$ cat src/rtl/frame_window_monitor_if.sv
// Frame handshake bundle between the upstream window sequencer (master) and the monitor (slave).
// FWM_STICKY_EN adds the sticky-error clear/status pair.
interface frame_window_monitor_if #(
  parameter int LEN_W = 4,
  parameter int CNT_W = 16
);
  logic             win_in;
  logic             tog_in;
  logic             frame_done;
  logic [CNT_W-1:0] frame_cnt;
  logic [LEN_W-1:0] len_last;
  logic             err_pulse;
  logic [2:0]       err_code;
`ifdef FWM_STICKY_EN
  logic             err_clr;
  logic [4:0]       err_sticky;

  modport master (
    output win_in, tog_in, err_clr,
    input  frame_done, frame_cnt, len_last, err_pulse, err_code, err_sticky
  );
  modport slave (
    input  win_in, tog_in, err_clr,
    output frame_done, frame_cnt, len_last, err_pulse, err_code, err_sticky
  );
`else
  modport master (
    output win_in, tog_in,
    input  frame_done, frame_cnt, len_last, err_pulse, err_code
  );
  modport slave (
    input  win_in, tog_in,
    output frame_done, frame_cnt, len_last, err_pulse, err_code
  );
`endif
endinterface

$ cat src/rtl/frame_window_monitor.sv
// Passive checker of window length and frame-end toggle alignment; counts good frames.
// Optional FWM_STICKY_EN adds a per-cause sticky error register with software clear.
module frame_window_monitor #(
  parameter int LEN_W   = 4,
  parameter int CNT_W   = 16,
  parameter int MIN_LEN = 7,
  parameter int MAX_LEN = 7
) (
  input  logic                   clk,
  input  logic                   rst_n,
  frame_window_monitor_if.slave  bus
);

  typedef enum logic [1:0] {IDLE, OPEN, HANG} state_e;

  localparam logic [LEN_W-1:0] LEN_SAT = '1;
  localparam logic [LEN_W:0]   MIN_L   = (LEN_W+1)'(MIN_LEN);
  localparam logic [LEN_W:0]   MAX_L   = (LEN_W+1)'(MAX_LEN);
  localparam logic [2:0] E_SHORT = 3'd1, E_LONG = 3'd2, E_NOTOG = 3'd3,
                         E_ORPH  = 3'd4, E_EARLY = 3'd5;

  state_e           state_q, state_d;
  logic [LEN_W-1:0] len_cnt_q, len_cnt_d;
  logic [LEN_W-1:0] len_last_q, len_last_d;
  logic [CNT_W-1:0] frame_cnt_q, frame_cnt_d;
  logic             frame_done_q, frame_done_d;
  logic             err_pulse_q, err_pulse_d;
  logic [2:0]       err_code_q, err_code_d;
  logic             win_dly_q, tog_dly_q, primed_q;

  logic             rise, tog;
  logic             err_set;
  logic [2:0]       err_sel;
  logic [LEN_W:0]   len_inc;
  logic [LEN_W-1:0] len_sat;

  // Edges are suppressed until the first post-reset sample has been captured.
  assign rise    = primed_q & bus.win_in & ~win_dly_q;
  assign tog     = primed_q & (bus.tog_in ^ tog_dly_q);
  assign len_inc = {1'b0, len_cnt_q} + 1'b1;
  assign len_sat = (len_cnt_q == LEN_SAT) ? LEN_SAT : len_inc[LEN_W-1:0];

  always_comb begin
    state_d      = state_q;
    len_cnt_d    = len_cnt_q;
    len_last_d   = len_last_q;
    frame_cnt_d  = frame_cnt_q;
    frame_done_d = 1'b0;
    err_set      = 1'b0;
    err_sel      = 3'd0;
    unique case (state_q)
      IDLE: begin
        if (rise) begin
          state_d   = OPEN;
          len_cnt_d = {{(LEN_W-1){1'b0}}, 1'b1};
          // A toggle on the opening sample is already inside the window.
          if (tog) begin
            err_set = 1'b1;
            err_sel = E_EARLY;
          end
        end else if (tog) begin
          err_set = 1'b1;
          err_sel = E_ORPH;
        end
      end
      OPEN: begin
        if (!bus.win_in) begin
          len_last_d = len_cnt_q;
          state_d    = IDLE;
          if (!tog) begin
            err_set = 1'b1;
            err_sel = E_NOTOG;
          end else if ({1'b0, len_cnt_q} < MIN_L) begin
            err_set = 1'b1;
            err_sel = E_SHORT;
          end else begin
            frame_done_d = 1'b1;
            frame_cnt_d  = frame_cnt_q + 1'b1;
          end
        end else begin
          len_cnt_d = len_sat;
          // Overlength outranks a coincident early toggle.
          if (len_inc > MAX_L) begin
            err_set = 1'b1;
            err_sel = E_LONG;
            state_d = HANG;
          end else if (tog) begin
            err_set = 1'b1;
            err_sel = E_EARLY;
          end
        end
      end
      HANG: begin
        if (!bus.win_in) begin
          len_last_d = len_cnt_q;
          state_d    = IDLE;
        end else begin
          len_cnt_d = len_sat;
        end
      end
      default: state_d = IDLE;
    endcase
    err_pulse_d = err_set;
    err_code_d  = err_set ? err_sel : err_code_q;
  end

  always_ff @(posedge clk or negedge rst_n) begin
    if (!rst_n) begin
      state_q      <= IDLE;
      len_cnt_q    <= '0;
      len_last_q   <= '0;
      frame_cnt_q  <= '0;
      frame_done_q <= 1'b0;
      err_pulse_q  <= 1'b0;
      err_code_q   <= 3'd0;
      win_dly_q    <= 1'b0;
      tog_dly_q    <= 1'b0;
      primed_q     <= 1'b0;
    end else begin
      state_q      <= state_d;
      len_cnt_q    <= len_cnt_d;
      len_last_q   <= len_last_d;
      frame_cnt_q  <= frame_cnt_d;
      frame_done_q <= frame_done_d;
      err_pulse_q  <= err_pulse_d;
      err_code_q   <= err_code_d;
      win_dly_q    <= bus.win_in;
      tog_dly_q    <= bus.tog_in;
      primed_q     <= 1'b1;
    end
  end

  assign bus.frame_done = frame_done_q;
  assign bus.frame_cnt  = frame_cnt_q;
  assign bus.len_last   = len_last_q;
  assign bus.err_pulse  = err_pulse_q;
  assign bus.err_code   = err_code_q;

`ifdef FWM_STICKY_EN
  logic [4:0] sticky_q, sticky_d;
  logic [4:0] sticky_set;

  // Set is OR-ed in after the clear so a same-cycle error survives.
  always_comb begin
    sticky_set = 5'd0;
    if (err_pulse_d) sticky_set = 5'b00001 << 3'(err_code_d - 3'd1);
    sticky_d = (bus.err_clr ? 5'd0 : sticky_q) | sticky_set;
  end

  always_ff @(posedge clk or negedge rst_n) begin
    if (!rst_n) sticky_q <= 5'd0;
    else        sticky_q <= sticky_d;
  end

  assign bus.err_sticky = sticky_q;
`endif

endmodule

$ cat src/flat_wrapper.sv
// flat-port wrapper written by rule: the top's interface ports become plain ports
module frame_window_monitor_flat 
#(
  parameter int LEN_W   = 4,
  parameter int CNT_W   = 16,
  parameter int MIN_LEN = 7,
  parameter int MAX_LEN = 7
)
  (clk, rst_n, bus_win_in, bus_tog_in, bus_frame_done, bus_frame_cnt, bus_len_last, bus_err_pulse, bus_err_code);
  frame_window_monitor_if #(.LEN_W(LEN_W), .CNT_W(CNT_W)) bus_i ();
  input  logic clk;
  input  logic rst_n;
  input wire logic [$bits(bus_i.win_in)-1:0] bus_win_in;
  input wire logic [$bits(bus_i.tog_in)-1:0] bus_tog_in;
  output wire logic [$bits(bus_i.frame_done)-1:0] bus_frame_done;
  output wire logic [$bits(bus_i.frame_cnt)-1:0] bus_frame_cnt;
  output wire logic [$bits(bus_i.len_last)-1:0] bus_len_last;
  output wire logic [$bits(bus_i.err_pulse)-1:0] bus_err_pulse;
  output wire logic [$bits(bus_i.err_code)-1:0] bus_err_code;
  assign bus_i.win_in = bus_win_in;
  assign bus_i.tog_in = bus_tog_in;
  assign bus_frame_done = bus_i.frame_done;
  assign bus_frame_cnt = bus_i.frame_cnt;
  assign bus_len_last = bus_i.len_last;
  assign bus_err_pulse = bus_i.err_pulse;
  assign bus_err_code = bus_i.err_code;
  frame_window_monitor #(.LEN_W(LEN_W), .CNT_W(CNT_W), .MIN_LEN(MIN_LEN), .MAX_LEN(MAX_LEN)) u_core (.clk(clk), .rst_n(rst_n), .bus(bus_i));
endmodule
$ cat config.mk
export PLATFORM = sky130hd
export DESIGN_NAME = frame_window_monitor_flat
export DESIGN_NICKNAME = d
export VERILOG_FILES = /design/src/rtl/frame_window_monitor_if.sv /design/src/rtl/frame_window_monitor.sv /design/src/flat_wrapper.sv
export SDC_FILE = /design/constraint.sdc
export NUM_CORES = 1
export LEC_CHECK = 0
export ABC_CLOCK_PERIOD_IN_PS = 2530
export BUFFER_PORTS_ARGS = -buffer_cell sky130_fd_sc_hd__buf_2
export CORE_MARGIN = 1.5
export CORE_UTILIZATION = 55
export CTS_CLUSTER_DIAMETER = 50
export DETAILED_ROUTE_END_ITERATION = 8
export MAX_ROUTING_LAYER = met4
export PLACE_DENSITY = 0.78
export SLEW_MARGIN = 20
export SYNTH_ARGS = -nofsm -noshare
export SYNTH_HDL_FRONTEND = slang
export SYNTH_SLANG_ARGS = --single-unit
$ cat constraint.sdc
create_clock -name clk -period 2.53 [get_ports clk]
set_clock_uncertainty 0.15 [all_clocks]
set_input_delay 0.253 -clock clk [delete_from_list [all_inputs] [get_ports clk]]
set_output_delay 0.253 -clock clk [all_outputs]
set_load 0.1 [all_outputs]
Yosys cells after proc, flatten, opt, wreduce, memory -nomap -nowiden
Cells that the tools add are included.
- output and inout port bits: 25
- logic and storage cells: 62
- register bits after elaboration: 34
- bits of input ports: 4
- bitwise logic cells: 7
- mux-type cells: 27
- reduce and logical (&&, ||, !) cells: 7
- equal/unequal tests: 7
- $lt $le $gt $ge: 2
- $add $sub $neg: 2
- operator list (operator ; number):
    3-bit 2-to-1 mux ; 6
    16-bit by 1-bit adder with 16-bit output (second input constant) ; 1
    4-bit 2-to-1 mux ; 3
    1-bit 2-to-1 mux ; 10
    2-bit 2-to-1 mux ; 4
    4-bit case mux with 2 select lines ; 1
    2-bit case mux with 3 select lines ; 1
    3-bit case mux with 2 select lines ; 1
    3-bit AND reduction ; 2
    4-bit by 1-bit adder with 5-bit output (second input constant) ; 1
    5-bit by 3-bit greater-than comparator with 1-bit output (second input constant) ; 1
    4-bit equality test (second input constant) ; 1
    4-bit by 3-bit < comparator with 1-bit output (second input constant) ; 1
    2-bit by 1-bit != test with 1-bit output (second input constant) ; 2
    4-bit AND reduction ; 1
    1-bit bitwise AND ; 3
    3-bit by 2-bit != test with 1-bit output (second input constant) ; 1
    1-bit NOT ; 3
    2-bit by 1-bit equality test with 1-bit output (second input constant) ; 1
    2-bit equality test (second input constant) ; 1
    2-bit zero test ; 1
    2-bit != test (second input constant) ; 1
    1-bit case mux with 2 select lines ; 1
    2-bit AND reduction ; 1
    other kinds (3) ; 3

Logic depth before layout (Yosys ltp)
Gate-level depths: netlist of the first run.
- depth after elaboration: 6
- gate-level depth with buffers: 8
- gate-level depth less buffers: 6

Worst setup path before layout of the first run
Ideal clock, no wire load.
- path kind: register to register
- from: register u_core.frame_cnt_q[6], in the netlist u_core.bus.frame_cnt[6]
- to: register u_core.frame_cnt_q[15], in the netlist u_core.bus.frame_cnt[15]
- data required time: 2.219 ns
- data arrival time: 2.238 ns
- path slack: -0.019 ns
- cell stages (with the launch flop): 5
- clock period less this slack: 2.549 ns
- library setup time: 0.161 ns
- cells stage by stage: dfrtp_1 -> nand4_1 -> or3_1 -> nor4_1 -> xor2_1
- cells in the longest elaborated chain, start to end: 1
- RTL lines (what ; RTL line ; RTL):
    start, declared ; frame_window_monitor.sv:25 ; logic [CNT_W-1:0] frame_cnt_q, frame_cnt_d;
    start signal, assigned ; frame_window_monitor.sv:123 ; frame_cnt_q <= frame_cnt_d;
    16-bit by 1-bit adder with 16-bit output ; frame_window_monitor.sv:78 ; frame_cnt_d = frame_cnt_q + 1'b1;
Every way passes these cells.
A chain may end at the register's enable or synchronous reset.

Worst setup path after layout of the first run
- from: register u_core.len_cnt_q[0]
- to: register u_core.state_q[0]
- cells in the longest elaborated chain, start to end: 4
- RTL lines (what ; RTL line ; RTL):
    start, declared ; frame_window_monitor.sv:23 ; logic [LEN_W-1:0] len_cnt_q, len_cnt_d;
    start signal, assigned ; frame_window_monitor.sv:121 ; len_cnt_q <= len_cnt_d;
    4-bit by 1-bit adder with 5-bit output ; frame_window_monitor.sv:40 ; assign len_inc = {1'b0, len_cnt_q} + 1'b1;
    5-bit by 3-bit greater-than comparator with 1-bit output ; frame_window_monitor.sv:83 ; if (len_inc > MAX_L) begin
    3-bit by 2-bit != test with 1-bit output (no line) ; - ;
    3-bit AND reduction (no line) ; - ;
    end signal, assigned ; frame_window_monitor.sv:120 ; state_q <= state_d;
    end, declared ; frame_window_monitor.sv:22 ; state_e state_q, state_d;
Every way passes these cells.

==> results of run 1 <==
what timing repair did:
action / in CTS / in global routing
hold endpoints to repair: 35 / 0
hold buffers: 2 / 0
setup endpoints to repair: 0 / 0
stage by stage:
step / total power, mW / worst slack, ps / instance area (µm²)
global route: 2.349 / 69.86 / 1982
CTS: 2.216 / 180.6 / 1982
floorplan: 1.683 / 0.8473 / 1740
detailed placement: 1.900 / 198.4 / 1902
global placement: 1.863 / 273.0 / 1902
finish: 2.214 / 173.3 / 1982
placed cells by master, fill, tap and decap left out, types with 3 or more instances in the layout:
cell type   n
dfrtp_1    33
buf_2      28
nand2_1    19
xor2_1     15
inv_1       8
nor2_1      8
nor3_1      8
nand3_1     7
o21ai_0     7
a21oi_1     7
ha_1        6
clkbuf_4    5
nand4_1     4
xnor2_1     3
mux2_2      3
power by group:
part / internal (mW) / total (mW) / switching, mW
Sequential: 0.653 / 0.745 / 0.0914
Combinational: 0.274 / 1.15 / 0.880
Clock: 0.134 / 0.316 / 0.181
Total: 1.06 / 2.21 / 1.15
synthesized netlist by cell type (all sizes together), types with 2 or more instances:
cell | number | area (µm²)
a21o | 2 | 15.01
a21oi | 8 | 43.79
a31oi | 2 | 12.51
a32oi | 2 | 17.52
a41oi | 2 | 25.03
and3 | 2 | 12.51
buf | 5 | 30.02
clkbuf | 3 | 11.26
dfrtp | 34 | 850.8
ha | 6 | 75.07
inv | 8 | 30.03
mux2 | 3 | 33.78
nand2 | 19 | 71.32
nand2b | 2 | 12.51
nand3 | 7 | 35.03
nand4 | 4 | 25.02
nor2 | 8 | 30.03
nor3 | 8 | 40.04
nor4 | 2 | 27.53
o21ai | 7 | 35.03
o22ai | 2 | 12.51
or2 | 2 | 12.51
or3 | 2 | 12.51
or4 | 2 | 18.77
xnor2 | 3 | 26.28
xor2 | 15 | 131.4
cell type report:
type / instances / area share
inverter: 8 / 0.01515
clock inverter: 1 / 0.002525
tap: 44 / 0.02778
clock buffer: 7 / 0.02778
timing repair buffer: 31 / 0.08460
sequential: 34 / 0.4299
multi-input combinational: 122 / 0.4122
sequential cells by signal, indices dropped and copies added, names as in the netlist:
name,cells
u_core.bus.err_pulse,1
u_core.win_dly_q,1
u_core.bus.frame_cnt,16
u_core.bus.frame_done,1
u_core.bus.len_last,4
u_core.primed_q,1
u_core.bus.err_code,3
u_core.state_q,2
u_core.tog_dly_q,1
u_core.len_cnt_q,4
metal layers:
layer	vias to the layer above	share of wire
li1	668	-
met1	663	0.45
met2	39	0.47
met3	12	0.040
met4	0	0.035
met5	-	0
cells by family (layout without fill, tap and decap cells):
kind of cell,after synthesis,count (layout),share of synthesized area
muxes,4,4,0.02518
adders and majority gates,6,6,0.04316
other,1,1,0.002156
buffers and inverters,16,47,0.04100
and+or+nand+nor,62,62,0.1878
AOI/OAI and AO/OA,31,31,0.1209
DFF,34,34,0.4892
xor gates and xnor gates,18,18,0.09065
worst min-delay path by stage:
stage	start	endpoint	slack [ps]	cells past startpoint
6_report	bus_win_in	u_core.win_dly_q	30	1
3_3_place_gp	rst_n	u_core.bus.len_last[1]	190	1
2_1_floorplan	rst_n	u_core.bus.err_code[0]	-190	0
5_1_grt	bus_win_in	u_core.win_dly_q	20	1
4_1_cts	bus_win_in	u_core.win_dly_q	30	1
3_5_place_dp	rst_n	u_core.bus.len_last[1]	210	1
worst reg2reg max path: cells and delay by family, from the launching register on:
kind                       cells  cell delay (ps)
muxes                          1              350
DFF                            1              440
AOI/OAI and AO/OA              1              250
and+or+nand+nor                1              660
adders and majority gates      1              310
buffers and inverters          1               90
==> results.yml, run 1 <==
grt:
  grt_max_degree: 35
  top_usage_layer: "met2"
  use_met3: 0.05677
  track_usage: 0.2339
  antenna_found_initial: 0
  global_route.usage.met1: 0.2793
  grt_pass1_wl_mm: 5.809
  grt_pass1_vias: 1318
  grt.overflow.total: 0
  use_met2: 0.3485
route:
  vias: 1382
  wl_mm: 3.419
  antenna_left: 0
  avgRoutedWirePerCell_um: 13.84
  drtPass1Iterations: 4
  viasPerCell: 5.595
  route.detailed.drc: 0
  drt-initial-drc-count: 34
critical_path:
  critPathBufInv: 1
  crit_slowest_cell: "or4_1"
  r2r_cells: 5
  crit_start: "u_core.len_cnt_q[0]"
  reg2reg_from: "u_core.len_cnt_q[0]"
  cp.required_ps: 2620
  cp_max_fo: 7
  path_class: "reg2reg"
  crit_end: "u_core.state_q[0]"
  arrival_ps: 2450
  worst-r2r-setup-slack_ps: 170
  cp_slowest_stage_delay_ps: 660
  r2r_end: "u_core.state_q[0]"
  crit_path_start_kind: "register"
  path_delay_family: "simple AND/OR/NAND/NOR gates"
  path_cells: "inv_1 -> ha_1 -> or4_1 -> a41oi_2 -> mux2_2"
  end_kind: "register"
  path_depth: 5
die:
  core_um2: 3028
  die_h_um: 59.23
  fp.dieW_um: 59.23
  fp.dieArea_um2: 3508
  start_util: 0.5744
  row_count: 20
  io_pins: 29
final_layout:
  seq_area_um2: 852.1
  nFillCells: 267
  drive_gt1_frac: 0.2266
  antenna_cells: 0
  syn2layout_area_growth_pct: 13.96
  multi_input_area_um2: 817.0
  fin_util: 0.6545
  layout.nets: 212
  fin_cells: 247
synthesis:
  synth_nets: 182
  synth-seq-cells: 34
  seq_area_frac_synth: 0.4892
  async_reset_ff_frac: 1.000
  ys.flop_type: "dfrtp_1"
  ys_warn_count: 0
  syn_inst: 172
  syn_area_per_cell_um2: 10.11
  netlist_area_um2: 1739
  synth_edf_count: 0
  synthDistinctLibCells: 44
cts:
  cts_resized: 0
  cts_setup_buffers: 0
  clock-root-buffer: "clkbuf_4"
  cts.clk_slew.worst_paths_ps: 90
  h-tree-depth: 2
  insertion_delay_ps: 350
  cts_tree: "built"
  clockBufferDepth: 2
  numClockSinks: 34
  cts_made_buffers: 5
placement:
  dp_cells: 237
  gp_congestion: 0.9374
  port_buffers: 28
  hpwl_mm: 2.400
pwr:
  power_density_nw_per_um2: 1117
  ir_worst_vdd_mv: 0.6747
  power.leakage_nw: 1.021
worst_hold_path:
  hold_path.class: "in2reg"
sta:
  hold_slack_ps: 27.92
  max_slew_margin: 0.5059
  setup_viol_count_final: 0
  min_period_over_period: 0.9315
  hold_viol_final: 0
  fin_crit_ps: 2357
  tightest_slew_ps: 741.1
  max_freq_mhz: 424.3
  fin_tns_setup_ps: 0
  slew_viol_final: 0
  rsz0062_at_grt: "no"
status:
  status: "finished clean"
job:
  drv_cap: 0
(Power assumes the default switching activity.)
==> run 2: changes to the inputs <==
--- a/config.mk
+++ b/config.mk
@@ -11,6 +11,7 @@
 export CORE_UTILIZATION = 55
 export CTS_CLUSTER_DIAMETER = 50
 export DETAILED_ROUTE_END_ITERATION = 8
+export HOLD_SLACK_MARGIN = 0.08
 export MAX_ROUTING_LAYER = met4
 export PLACE_DENSITY = 0.78
 export SLEW_MARGIN = 20
==> run 2 against run 1 <==
  * First-iteration DRC count increased by 35%
  * Routed wire length decreased by 0.23%
  * Worst setup slack gained 11 ps
  * Non-clock buffer count is 1 higher
  * Global-route usage unchanged
  * Via count increased by 0.94%
  * Register-to-register slack about the same
==> results.yml, run 2 (same netlist as run 1, synthesis figures left out) <==
cts:
  cts_made_buffers: 5
  cts_tree: "built"
  h-tree-depth: 2
  clock-root-buffer: "clkbuf_4"
  insertion_delay_ps: 350
  numClockSinks: 34
  cts_resized: 0
  cts.clk_slew.worst_paths_ps: 90
  clockBufferDepth: 2
  cts_setup_buffers: 0
grt:
  track_usage: 0.2339
  grt_pass1_vias: 1318
  grt_max_degree: 35
  antenna_found_initial: 0
  grt.overflow.total: 0
  grt_pass1_wl_mm: 5.809
final_layout:
  drive_gt1_frac: 0.2255
  antenna_cells: 0
  fin_util: 0.6579
  layout_common_cells: "33 x dfrtp_1, 28 x buf_2, 19 x nand2_1"
  nFillCells: 266
  layout.nets: 213
  largest_reg_flops: 16
  syn2layout_area_growth_pct: 14.53
  fin_cells: 248
  final_area_um2: 1992
  mostFrequentLayoutCell: "dfrtp_1"
route:
  drtPass1Iterations: 4
  route.detailed.drc: 0
  antenna_left: 0
  viasPerCell: 5.625
  vias: 1395
  wl_mm: 3.411
  avgRoutedWirePerCell_um: 13.75
  drt-initial-drc-count: 46
critical_path:
  worst-r2r-setup-slack_ps: 180
  arrival_ps: 2430
  cp_slowest_stage_delay_ps: 660
  crit_slowest_cell: "or4_1"
  path_cells: "inv_1 -> ha_1 -> or4_1 -> a41oi_2 -> mux2_2"
  cp.required_ps: 2620
  end_kind: "register"
  critPathBufInv: 1
  path_class: "reg2reg"
  cp_max_fo: 7
  crit_path_start_kind: "register"
  path_delay_family: "simple AND/OR/NAND/NOR gates"
die:
  die_h_um: 59.23
  row_count: 20
  fp.dieArea_um2: 3508
  start_util: 0.5744
  core_um2: 3028
  fp.dieW_um: 59.23
  io_pins: 29
job:
  drv_cap: 0
sta:
  tightest_slew_ps: 744.1
  min_period_over_period: 0.9270
  hold_viol_final: 0
  rsz0062_at_grt: "no"
  slew_viol_final: 0
  fin_tns_setup_ps: 0
  max_slew_margin: 0.5040
  fin_crit_ps: 2345
  max_freq_mhz: 426.4
  setup_ws_ps: 184.7
  setup_viol_count_final: 0
placement:
  gp_congestion: 0.9374
  dp_cells: 237
  dpl_worst_slack_ps: 198.4
  dpl_cell_area_um2: 1902
  hpwl_mm: 2.400
  port_buffers: 28
status:
  status: "finished clean"
pwr:
  power_density_nw_per_um2: 1110
  power.leakage_nw: 1.025
  ir_worst_vdd_mv: 0.6791
worst_hold_path:
  hold_path.class: "reg2reg"
==> run 2: final timing paths <==
path	start	to	depth (start not counted)
max	u_core.len_cnt_q[0]	u_core.state_q[0]	5
min	u_core.bus.frame_cnt[15]	u_core.bus.frame_cnt[15]	1
max reg2reg	u_core.len_cnt_q[0]	u_core.state_q[0]	5
min reg2reg	u_core.bus.frame_cnt[15]	u_core.bus.frame_cnt[15]	1
max in group asynchronous	rst_n	u_core.bus.frame_cnt[6]	2
min in group asynchronous	rst_n	u_core.bus.len_last[1]	2
==> run 2: repair_timing <==
item,CTS,global route
hold endpoints to repair,36,0
hold buffers,3,0
endpoints found under the setup margin,0,0
==> run 2: layout make-up <==
| type | count | area, µm² | share of cell area |
|---|---|---|---|
| repair buffers | 32 | 177.7 | 0.08920 |
| clock inverters | 1 | 5.005 | 0.002513 |
| flip-flops and latches | 34 | 852.1 | 0.4278 |
| inverters | 8 | 30.03 | 0.01508 |
| well taps | 44 | 55.05 | 0.02764 |
| multi-input cells | 122 | 817.0 | 0.4102 |
| clock buffers | 7 | 55.05 | 0.02764 |
==> run 2: worst reg2reg max path: cells and delay by family (launching register included) <==
family	cells	cell delay (ps)
flops	1	440
compound gates	1	250
simple gates	1	660
mux	1	350
fa+ha+maj	1	310
buf+inv	1	80
==> run 2: routing by layer <==
layer / GRT usage / up-vias / share of wire
met1: 0.2793 / 670 / 0.45
met2: 0.3485 / 43 / 0.47
met5: - / - / 0
met4: 0.1558 / 0 / 0.035
li1: - / 670 / -
met3: 0.05677 / 12 / 0.046
==> run 2: metrics by stage <==
| step | total power [mW] | hold slack [ps] |
|---|---|---|
| floorplan | 1.683 | -192.6 |
| global placement | 1.863 | 193.4 |
| detailed placement | 1.900 | 208.2 |
| CTS | 2.218 | 320.9 |
| global route | 2.350 | 350.4 |
| finish | 2.212 | 323.4 |
==> run 2: report_power, final <==
group          switching (mW)  internal, mW
logic                   0.877         0.274
registers              0.0907         0.653
clock network           0.182         0.134
==> run 3: changes to the inputs <==
--- a/config.mk
+++ b/config.mk
@@ -5,15 +5,17 @@
 export SDC_FILE = /design/constraint.sdc
 export NUM_CORES = 1
 export LEC_CHECK = 0
-export ABC_CLOCK_PERIOD_IN_PS = 2530
 export BUFFER_PORTS_ARGS = -buffer_cell sky130_fd_sc_hd__buf_2
+export CELL_PAD_IN_SITES_DETAIL_PLACEMENT = 2
+export CELL_PAD_IN_SITES_GLOBAL_PLACEMENT = 2
 export CORE_MARGIN = 1.5
-export CORE_UTILIZATION = 55
+export CORE_UTILIZATION = 35
 export CTS_CLUSTER_DIAMETER = 50
 export DETAILED_ROUTE_END_ITERATION = 8
 export HOLD_SLACK_MARGIN = 0.08
 export MAX_ROUTING_LAYER = met4
-export PLACE_DENSITY = 0.78
+export PLACE_DENSITY_LB_ADDON = 0.1
+export REMOVE_ABC_BUFFERS = 1
 export SLEW_MARGIN = 20
 export SYNTH_ARGS = -nofsm -noshare
 export SYNTH_HDL_FRONTEND = slang
==> run 3 against run 2 <==
  * Combinational power hardly changed
  * Count of clock-buffer cells in the layout is 2 lower
  * Worst setup slack got worse by 25 ps
  * Sequential power is 0.9% higher
  * Cell count increased by 8.9%
  * Global-route usage shrank 4.3 points
  * Non-clock buffer count unchanged
  * Hold slack worse by 210 ps
  * Critical endpoint unchanged
==> results.yml, run 3 (same netlist as run 1, synthesis figures left out) <==
pwr:
  ir_worst_vdd_mv: 0.7391
  power_density_nw_per_um2: 1132
  finalPower_mw: 2.305
  power.leakage_nw: 1.035
die:
  die_h_um: 73.49
  row_count: 25
  fp.dieW_um: 73.49
  fp.dieArea_um2: 5401
  start_util: 0.3658
  io_pins: 29
  core_um2: 4755
route:
  route.detailed.drc: 0
  antenna_left: 0
  wl_mm: 4.302
  avgRoutedWirePerCell_um: 15.93
  drtPass1Iterations: 4
  drt-initial-drc-count: 64
  viasPerCell: 5.081
  vias: 1372
cts:
  cts_tree: "built"
  cts_setup_buffers: 0
  h-tree-depth: 2
  clock-root-buffer: "clkbuf_8"
  cts.clk_slew.worst_paths_ps: 60
  numClockSinks: 34
  clockBufferDepth: 2
  cts_made_buffers: 5
  insertion_delay_ps: 290
  cts_resized: 0
final_layout:
  layout_common_cells: "34 x dfrtp_1, 28 x buf_2, 19 x nand2_1"
  antenna_cells: 0
  layout.nets: 213
  mostFrequentLayoutCell: "dfrtp_1"
  syn2layout_area_growth_pct: 17.05
  largest_reg_flops: 16
  drive_gt1_frac: 0.2266
sta:
  max_freq_mhz: 421.8
  hold_viol_final: 0
  setup_ws_ps: 159.5
  tightest_slew_ps: 780.5
  slew_viol_final: 0
  min_period_over_period: 0.9370
  fin_crit_ps: 2371
  max_slew_margin: 0.4796
  setup_viol_count_final: 0
  rsz0062_at_grt: "no"
  fin_tns_setup_ps: 0
placement:
  dpl_worst_slack_ps: 183.6
  hpwl_mm: 3.279
  gp_congestion: 0.8058
  port_buffers: 28
critical_path:
  crit_slowest_cell: "or4_1"
  path_class: "reg2reg"
  cp.required_ps: 2550
  crit_path_start_kind: "register"
  arrival_ps: 2390
  end_kind: "register"
  cp_max_fo: 7
  cp_slowest_stage_delay_ps: 670
  path_cells: "inv_1 -> ha_1 -> or4_1 -> a41oi_2 -> mux2_2"
grt:
  grt.overflow.total: 0
  antenna_found_initial: 0
  grt_max_degree: 35
  grt_pass1_wl_mm: 7.486
  grt_pass1_vias: 1545
  track_usage: 0.1913
job:
  drv_cap: 0
worst_hold_path:
  hold_path.class: "in2reg"
status:
  status: "finished clean"
run 3: cell types whose count changed in the layout (fill, tap and decap cells not counted), sizes merged:
cell / change
buf: +1
clkbuf: -2
clkinv: +1
dlygate4sd3: -1
run 3: layout make-up:
cell class	instances	area [µm²]
inverter	8	30.03
timing repair buffer	32	175.2
tap	67	83.83
sequential	34	850.8
clock inverter	2	10.01
fill	549	2719
multi-input combinational	122	817.0
clock buffer	5	68.82
run 3: what timing repair did:
action / in CTS / in global routing
hold buffers: 2 / 0
endpoints found under the hold margin: 35 / 0
setup endpoints to repair: 0 / 0
run 3: critical path: cells and delay by family (launching register included):
kind / cells / cell delay, ps
buf+inv: 1 / 80
mux: 1 / 350
simple gates: 1 / 670
fa+ha+maj: 1 / 310
compound gates: 1 / 260
flops: 1 / 430
run 3: metal layers:
metal	routed length (µm)	global-route usage
met5	0	-
met4	54	0.06584
met3	117	0.05761
met2	2308	0.3263
met1	1821	0.2118
run 3: power breakdown:
group | internal [mW] | switching, mW
combinational | 0.284 | 0.896
sequential | 0.655 | 0.0967
clock | 0.184 | 0.189
total | 1.12 | 1.18
run 3: final timing paths:
| kind | slack (ps) | cells after the start | start | to |
|---|---|---|---|---|
| worst max register to register | 160 | 5 | u_core.len_cnt_q[0] | u_core.state_q[0] |
| max in group asynchronous | 1290 | 2 | rst_n | u_core.bus.len_last[2] |
| min in group asynchronous | 430 | 2 | rst_n | u_core.len_cnt_q[1] |
| worst min-delay path | 110 | 1 | bus_win_in | u_core.win_dly_q |
| worst min register to register | 310 | 1 | u_core.bus.frame_cnt[15] | u_core.bus.frame_cnt[15] |
| worst max-delay path | 160 | 5 | u_core.len_cnt_q[0] | u_core.state_q[0] |
run 3: per-stage QoR:
stage,util,instances,hold WS [ps],cell area [µm²]
floorplan,-,164,-192.6,1698
detailed placement,0.4074,261,232.3,1937
global placement,0.4074,261,223.7,1937
global route,0.4282,270,107.6,2036
CTS,0.4282,270,101.7,2036
finish,0.4282,270,110.9,2036
